**src/rtl/fir_decim.sv**
```systemverilog
// Boxcar decimator for the FIR output stream: sums 2^LOG2M samples,
// rounds half-up, and queues results in a show-ahead FIFO.
module fir_decim #(
    parameter int BW    = 12,
    parameter int LOG2M = 2,
    parameter int LOG2D = 2
) (
    input  logic          CK,
    input  logic          R,
    input  logic          EN,
    input  logic [BW-1:0] X,
    input  logic          CLR,
    output logic [BW-1:0] Y_DATA,
    output logic          Y_VALID,
    input  logic          Y_READY,
    output logic          OVF,
    output logic [LOG2D:0] LEVEL
);

    localparam int M  = 1 << LOG2M;
    localparam int D  = 1 << LOG2D;
    localparam int AW = BW + LOG2M + 1;
    localparam int PW = (LOG2M > 0) ? LOG2M : 1;

    localparam logic [PW-1:0]  PLAST = PW'(M - 1);
    localparam logic [AW-1:0]  HALF  = AW'(M / 2);
    localparam logic [LOG2D:0] FULLV = (LOG2D + 1)'(D);

    logic [PW-1:0]    r_phase;
    logic [AW-1:0]    r_acc;
    logic [BW-1:0]    r_mem [D];
    logic [LOG2D-1:0] r_wp;
    logic [LOG2D-1:0] r_rp;
    logic [LOG2D:0]   r_level;
    logic             r_valid;
    logic             r_ovf;
    logic [BW-1:0]    r_ydata;

    logic             w_accept;
    logic             w_last;
    logic [AW-1:0]    w_xs;
    logic [AW-1:0]    w_base;
    logic [AW-1:0]    w_sum;
    logic [AW-1:0]    w_rnd;
    logic [BW-1:0]    w_res;
    logic             w_push;
    logic             w_pop;
    logic             w_full;
    logic             w_wr;
    logic [LOG2D-1:0] w_rp1;
    logic [LOG2D:0]   w_level;
    logic [BW-1:0]    w_head;

    assign w_accept = EN & ~CLR;
    assign w_last   = (r_phase == PLAST);
    assign w_xs     = {{(LOG2M + 1){X[BW-1]}}, X};
    // Phase 0 starts a fresh sum, which also covers M=1 (acc treated as 0).
    assign w_base   = (r_phase == '0) ? '0 : r_acc;
    assign w_sum    = w_base + w_xs;
    assign w_rnd    = w_sum + HALF;
    assign w_res    = BW'($signed(w_rnd) >>> LOG2M);

    assign w_push = w_accept & w_last;
    assign w_pop  = r_valid & Y_READY;
    assign w_full = (r_level == FULLV);
    assign w_wr   = w_push & (~w_full | w_pop);
    assign w_rp1  = r_rp + 1'b1;

    always_comb begin
        w_level = r_level;
        case ({w_wr, w_pop})
            2'b10:   w_level = r_level + 1'b1;
            2'b01:   w_level = r_level - 1'b1;
            default: w_level = r_level;
        endcase
    end

    // Registered head: the next head is chosen before the edge so Y_DATA
    // is a flop and simply holds its value once the FIFO runs dry.
    always_comb begin
        w_head = r_ydata;
        if (w_pop) begin
            if (r_level > 1)
                w_head = r_mem[w_rp1];
            else if (w_wr)
                w_head = w_res;
        end else if (!r_valid && w_wr) begin
            w_head = w_res;
        end
    end

    always_ff @(posedge CK) begin
        if (R) begin
            r_phase <= '0;
            r_acc   <= '0;
        end else if (CLR) begin
            r_phase <= '0;
            r_acc   <= '0;
        end else if (EN) begin
            r_phase <= w_last ? '0 : r_phase + 1'b1;
            r_acc   <= w_sum;
        end
    end

    always_ff @(posedge CK) begin
        if (w_wr && !R)
            r_mem[r_wp] <= w_res;
    end

    always_ff @(posedge CK) begin
        if (R) begin
            r_wp    <= '0;
            r_rp    <= '0;
            r_level <= '0;
            r_valid <= 1'b0;
            r_ydata <= '0;
            r_ovf   <= 1'b0;
        end else begin
            if (w_wr)
                r_wp <= r_wp + 1'b1;
            if (w_pop)
                r_rp <= w_rp1;
            r_level <= w_level;
            r_valid <= (w_level != '0);
            r_ydata <= w_head;
            if (CLR)
                r_ovf <= 1'b0;
            else if (w_push && w_full && !w_pop)
                r_ovf <= 1'b1;
        end
    end

    assign Y_DATA  = r_ydata;
    assign Y_VALID = r_valid;
    assign OVF     = r_ovf;
    assign LEVEL   = r_level;

endmodule

```
**config.mk**
```make
export PLATFORM = sky130hd
export DESIGN_NAME = fir_decim
export DESIGN_NICKNAME = d
export VERILOG_FILES = /design/src/rtl/fir_decim.sv
export SDC_FILE = /design/constraint.sdc
export NUM_CORES = 1
export LEC_CHECK = 0
export CAP_MARGIN = 30
export CORE_MARGIN = 2
export CORE_UTILIZATION = 63
export DETAILED_ROUTE_END_ITERATION = 16
export PLACE_DENSITY = 0.85
export SYNTH_ARGS = -nofsm -noshare
export SYNTH_HDL_FRONTEND = slang
export SYNTH_SLANG_ARGS = --single-unit
```
**constraint.sdc**
```tcl
create_clock -name CK -period 9.61 [get_ports CK]
set_input_delay 2.4025 -clock CK [delete_from_list [all_inputs] [get_ports CK]]
set_output_delay 2.4025 -clock CK [all_outputs]
set_load 0.02 [all_outputs]
```
==> results of run 1 <==
[registers in the layout, indices dropped and copies added, names as in the netlist]
name and flops:
LEVEL 3, r_rp 2, r_wp 2, OVF 1, r_phase 2, r_acc 14
Y_VALID 1, r_mem 48, Y_DATA 12
[logic make-up after synthesis]
group	after synthesis	share of synthesized area
AO/OA/AOI/OAI	57	0.0864
XOR/XNOR	26	0.0578
adder cells (fa/ha/maj)	25	0.0740
buffers and inverters	31	0.0269
flip-flops	85	0.504
multiplexers	27	0.0971
AND/OR/NAND/NOR	128	0.154
[area by class of cell]
type	count	area share
flip-flops and latches	85	0.441
multi-input cells	263	0.410
repair buffers	35	0.0738
clock buffers	11	0.0306
well taps	80	0.0202
inverters	17	0.0129
clock inverters	5	0.0114
[synth_stat cells (12+ instances only)]
cell / count / share of area
a21oi_1: 15 / 0.017
clkbuf_1: 12 / 0.010
dfxtp_1: 37 / 0.17
edfxtp_1: 48 / 0.33
ha_1: 24 / 0.069
inv_1: 17 / 0.015
mux2i_1: 15 / 0.035
mux4_2: 12 / 0.062
nand2_1: 33 / 0.029
nor2_1: 39 / 0.034
nor2b_1: 13 / 0.019
xnor2_1: 15 / 0.030
[metrics by stage]
| stage | hold WS [ns] | setup slack [ns] |
|---|---|---|
| finish | 0.449 | 4.29 |
| global route | 0.482 | 4.02 |
| CTS | 0.455 | 4.27 |
| detailed placement | 0.443 | 3.88 |
| global placement | 0.438 | 4.04 |
| floorplan | 0.452 | 4.58 |
[layout by cell type (no fill, tap or decap), types with 11 or more instances in the layout]
| cell | count |
|---|---|
| edfxtp_1 | 48 |
| nor2_1 | 39 |
| dfxtp_1 | 37 |
| nand2_1 | 33 |
| clkdlybuf4s50_1 | 33 |
| ha_1 | 24 |
| inv_1 | 17 |
| xnor2_1 | 15 |
| a21oi_1 | 15 |
| mux2i_1 | 15 |
| nor2b_1 | 13 |
| mux4_2 | 12 |
| clkbuf_8 | 11 |
[routing by layer]
| layer | GRT usage | part of all wire | vias to the layer above |
|---|---|---|---|
| met4 | 0.0866 | 0.020 | 0 |
| met1 | 0.325 | 0.44 | 1420 |
| met3 | 0.0493 | 0.051 | 17 |
| met5 | 0 | 0 | - |
| met2 | 0.407 | 0.49 | 99 |
| li1 | - | - | 1447 |
[worst max-delay path, cell delays in order]
cell and delay (ns):
clkdlybuf4s50_1 0.46, ha_1 0.20, inv_1 0.07, fa_1 0.44
nor2b_4 0.14, o31a_1 0.19, o221a_2 0.25, o21ai_1 0.09
o21ai_0 0.22, xor2_1 0.35, nor3b_1 0.28, xor2_1 0.22
inv_1 0.11
[power by group through the flow]
stage	registers, mW	logic (mW)	clock network [mW]
floorplan	0.433	0.0923	0
global placement	0.427	0.145	0
detailed placement	0.428	0.152	0
CTS	0.420	0.154	0.270
global route	0.422	0.168	0.284
finish	0.420	0.154	0.265
[path summary, 6_finish.rpt]
path,start,endpoint,slack [ns],cells after the start
setup / recovery,X[0],r_mem[0][11]$_DFFE_PP_,4.29,13
hold / removal,OVF$_SDFFE_PP0P_,OVF$_SDFFE_PP0P_,0.45,2
setup reg to reg,r_phase[0]$_SDFFE_PP0P_,Y_DATA[10]$_SDFFE_PP0P_,5.71,14
hold reg to reg,OVF$_SDFFE_PP0P_,OVF$_SDFFE_PP0P_,0.45,2
==> metrics.cfg, run 1 <==
[logic_synthesis]
synth_area_per_cell_sq_um=11.4
ys_warn_count=0
synth_cell_types=51
seq_area_frac_synth=0.504
ys_seq_elements=85
synth-main-ff-cell=edfxtp_1
synth_edf_count=48
syn-instance-count=379
syn_nets=421
synth_area_sq_mm=0.00433
async_reset_ff_frac=0

[route]
num_vias=2983
first_iter_violations=214
drt-vias-per-instance=6.01
drc=0
first_pass_iters=4
finalWirelength_mm=8.51
antenna_left=0
wire_per_inst_um=17.1

[layout]
final_cells=496
diodes=0
drive_above_1_share=0.106
syn_to_final_growth_pct=14.3
nets=453
final_core_util=0.737
nFillCells=456
multiInputGateArea_sq_mm=0.00203
stdcell_area_sq_mm=0.00495
final-seq-area_sq_mm=0.00218

[cts]
cts_tree=done
cts_setup_buffers=0
cts_max_path_buffers=2
cts_buffers=9
htree_levels=3
root_buffer=clkbuf_8
numClockSinks=85
clk_pin_slew_ns=0.08
ctsHoldBuffers=0
cts_resized=0
insertion_delay_ns=0.36

[pwr]
p_leak_nw=1.85
switching_power_mw=0.233
intPower_mw=0.606
peakVddDrop_v=0.0000989
power.total_mw=0.839
power.share.clock=0.316
sw_frac_of_total=0.278
p_seq_frac=0.500
combinationalPowerShare=0.184
cellPowerDensity_mw_per_mm2=170

[sta]
fin_tns_setup_ns=0
rsz0062_at_grt=no
tightest_slew_ns=0.913
slew_headroom=0.389
clock-skew-final_ns=0.00895
hold_viol=0
setup_violations=0
max_freq_mhz=188
layout_min_cycle_time_ns=5.32
fin_crit_sh=0.554
final_max_slew_viol_count=0

[global_routing]
grt_use_total=0.246
grt_pass1_vias=2864
antenna_found_initial=0
grt_pass1_wl_mm=14.0
grt_overflow=0
grt_max_degree=25

[floorplan]
die-area_sq_mm=0.00755
die_h_um=86.9
rows=30
core_sq_mm=0.00672
die_x_um=86.9
ios=34
initial_core_util=0.644

[run_status]
outcome=complete, no violations

[placement]
portBuffers=33
placedCellCount=480
routabilityCongestion=0.932
dp_hpwl_mm=5.80
dpl_cell_area_sq_mm=0.00474

[setup_path]
path_class=input pin to register
start_kind=input pin
path_max_fanout=4
required_ns=9.71
endpoint_kind=register
arrival_ns=5.42

[flow_run]
cap_violations=0

[hold_path]
hold_path.class=register to register

No activity file was read; power rests on OpenSTA's default activity.
==> run 2, diff against run 1 <==
--- a/config.mk
+++ b/config.mk
@@ -7,9 +7,9 @@
 export LEC_CHECK = 0
 export CAP_MARGIN = 30
 export CORE_MARGIN = 2
-export CORE_UTILIZATION = 63
+export CORE_UTILIZATION = 58
 export DETAILED_ROUTE_END_ITERATION = 16
-export PLACE_DENSITY = 0.85
+export PLACE_DENSITY = 0.79
 export SYNTH_ARGS = -nofsm -noshare
 export SYNTH_HDL_FRONTEND = slang
 export SYNTH_SLANG_ARGS = --single-unit
==> constraint.sdc (replaced) <==
create_clock -name CK -period 5.4 [get_ports CK]
set_input_delay 1.35 -clock CK [delete_from_list [all_inputs] [get_ports CK]]
set_output_delay 1.35 -clock CK [all_outputs]
set_load 0.02 [all_outputs]
==> run 2 against run 1 <==
Total power is 73% higher. Critical endpoint is now r_mem[1][11]$_DFFE_PP_. Sequential share of layout area rose by 0.056 points. Die area increased by 8.2%. Cell count up 4.0%. Setup slack got worse by 3.1 ns. Global-route usage decreased by 2.8 points. Core utilization is 5.5 points lower. Non-clock buffer count rose by 1. Routed wire length up 1.0%. Clock power grew 63%. Sequential cell count is the same. Critical path depth stayed put. Critical path type unchanged.
==> metrics.cfg, run 2 (synthesized netlist as in run 1, its figures left out) <==
[layout]
diodes=0
drive_above_1_share=0.108
mostFrequentLayoutCells=edfxtp_1 (48), nor2_1 (39), dfxtp_1 (37)
final_core_util=0.682
final_common_cell=edfxtp_1
final_cells=516
syn_to_final_growth_pct=14.2
largest_register_ffs=48
nets=454
regMostFlops=r_mem

[hold_path]
worstHoldPathCells=2
min_from=OVF$_SDFFE_PP0P_
hold_path.class=register to register

[setup_path]
required_ns=5.49
start_kind=input pin
endpoint_kind=register
path_max_fanout=4
startpoint=X[0]
r2r-start=r_phase[0]$_SDFFE_PP0P_
path_class=input pin to register
reg2reg_depth=14
regToRegSetupSlack_ns=1.43
arrival_ns=4.34

[placement]
placedCellCount=500
pre_cts_ws_ns=0.815
dp_hpwl_mm=5.89
portBuffers=33
routabilityCongestion=0.876

[cts]
htree_levels=3
root_buffer=clkbuf_8
insertion_delay_ns=0.35
cts_max_path_buffers=2
cts_tree=done
ctsHoldBuffers=0
numClockSinks=85
cts_resized=0
cts_setup_buffers=0
clk_pin_slew_ns=0.08
cts_buffers=9

[route]
first_pass_iters=4
drc=0
drt-vias-per-instance=5.64
finalWirelength_mm=8.59
wire_per_inst_um=16.7
num_vias=2912
antenna_left=0
first_iter_violations=129

[sta]
fin_tns_setup_ns=0
tightest_slew_ns=0.909
final_max_slew_viol_count=0
rsz0062_at_grt=no
clock-skew-final_ns=0.0131
setup_violations=0
fin_crit_sh=0.788
max_freq_mhz=235
slew_headroom=0.393
hold_viol=0
layout_min_cycle_time_ns=4.26
fin_ws_ns=1.14

[global_routing]
grt_overflow=0
antenna_found_initial=0
grt_max_degree=25
grt_pass1_wl_mm=14.1
grt_use_total=0.218
grt_pass1_vias=2793

[pwr]
peakVddDrop_v=0.000111
cellPowerDensity_mw_per_mm2=293
p_leak_nw=1.84
power.total_mw=1.45

[floorplan]
rows=31
die_x_um=90.4
die-area_sq_mm=0.00817
core_sq_mm=0.00725
initial_core_util=0.597
ios=34
die_h_um=90.4

[run_status]
outcome=complete, no violations

[flow_run]
cap_violations=0

[run 2: stage by stage]
| stage | hold slack [ns] | area [sq um] |
|---|---|---|
| finish | 0.454 | 4940 |
| global route | 0.489 | 4940 |
| CTS | 0.457 | 4940 |
| detailed placement | 0.445 | 4750 |
| global placement | 0.439 | 4750 |
| floorplan | 0.452 | 4330 |
[run 2: critical path, cell delays in order]
cell and delay [ns]:
clkdlybuf4s50_1 0.46, ha_1 0.20, inv_1 0.07, fa_1 0.43, nor2b_4 0.14, o31a_1 0.19
o221a_2 0.25, o21ai_1 0.10, o21ai_0 0.23, xor2_1 0.32, nor3b_1 0.28, xor2_1 0.21
inv_1 0.11
[run 2: path summary, 6_finish.rpt]
check / endpoint
worst max-delay path: r_mem[1][11]$_DFFE_PP_
worst min-delay path: OVF$_SDFFE_PP0P_
worst max register to register: Y_DATA[10]$_SDFFE_PP0P_
worst min register to register: OVF$_SDFFE_PP0P_
[run 2: power breakdown]
group | total, mW | internal (mW) | switching, mW
clock | 0.432 | 0.199 | 0.233
combinational | 0.269 | 0.125 | 0.145
sequential | 0.747 | 0.714 | 0.0330
[run 2: layer usage]
layer | share of wire | wire (um) | GRT usage | vias up
li1 | - | - | - | 1435
met1 | 0.43 | 3670 | 0.281 | 1397
met2 | 0.51 | 4410 | 0.372 | 75
met3 | 0.052 | 444 | 0.0484 | 5
met4 | 0.0079 | 68 | 0.0667 | 0
met5 | 0 | 0 | 0 | -
[run 2: final cells by class]
cell class,count,area [sq um]
clock buffers,11,153
well taps,99,124
multi-input cells,263,2030
repair buffers,36,353
flip-flops and latches,85,2180
inverters,17,63.8
clock inverters,5,37.5
fillers,551,2310
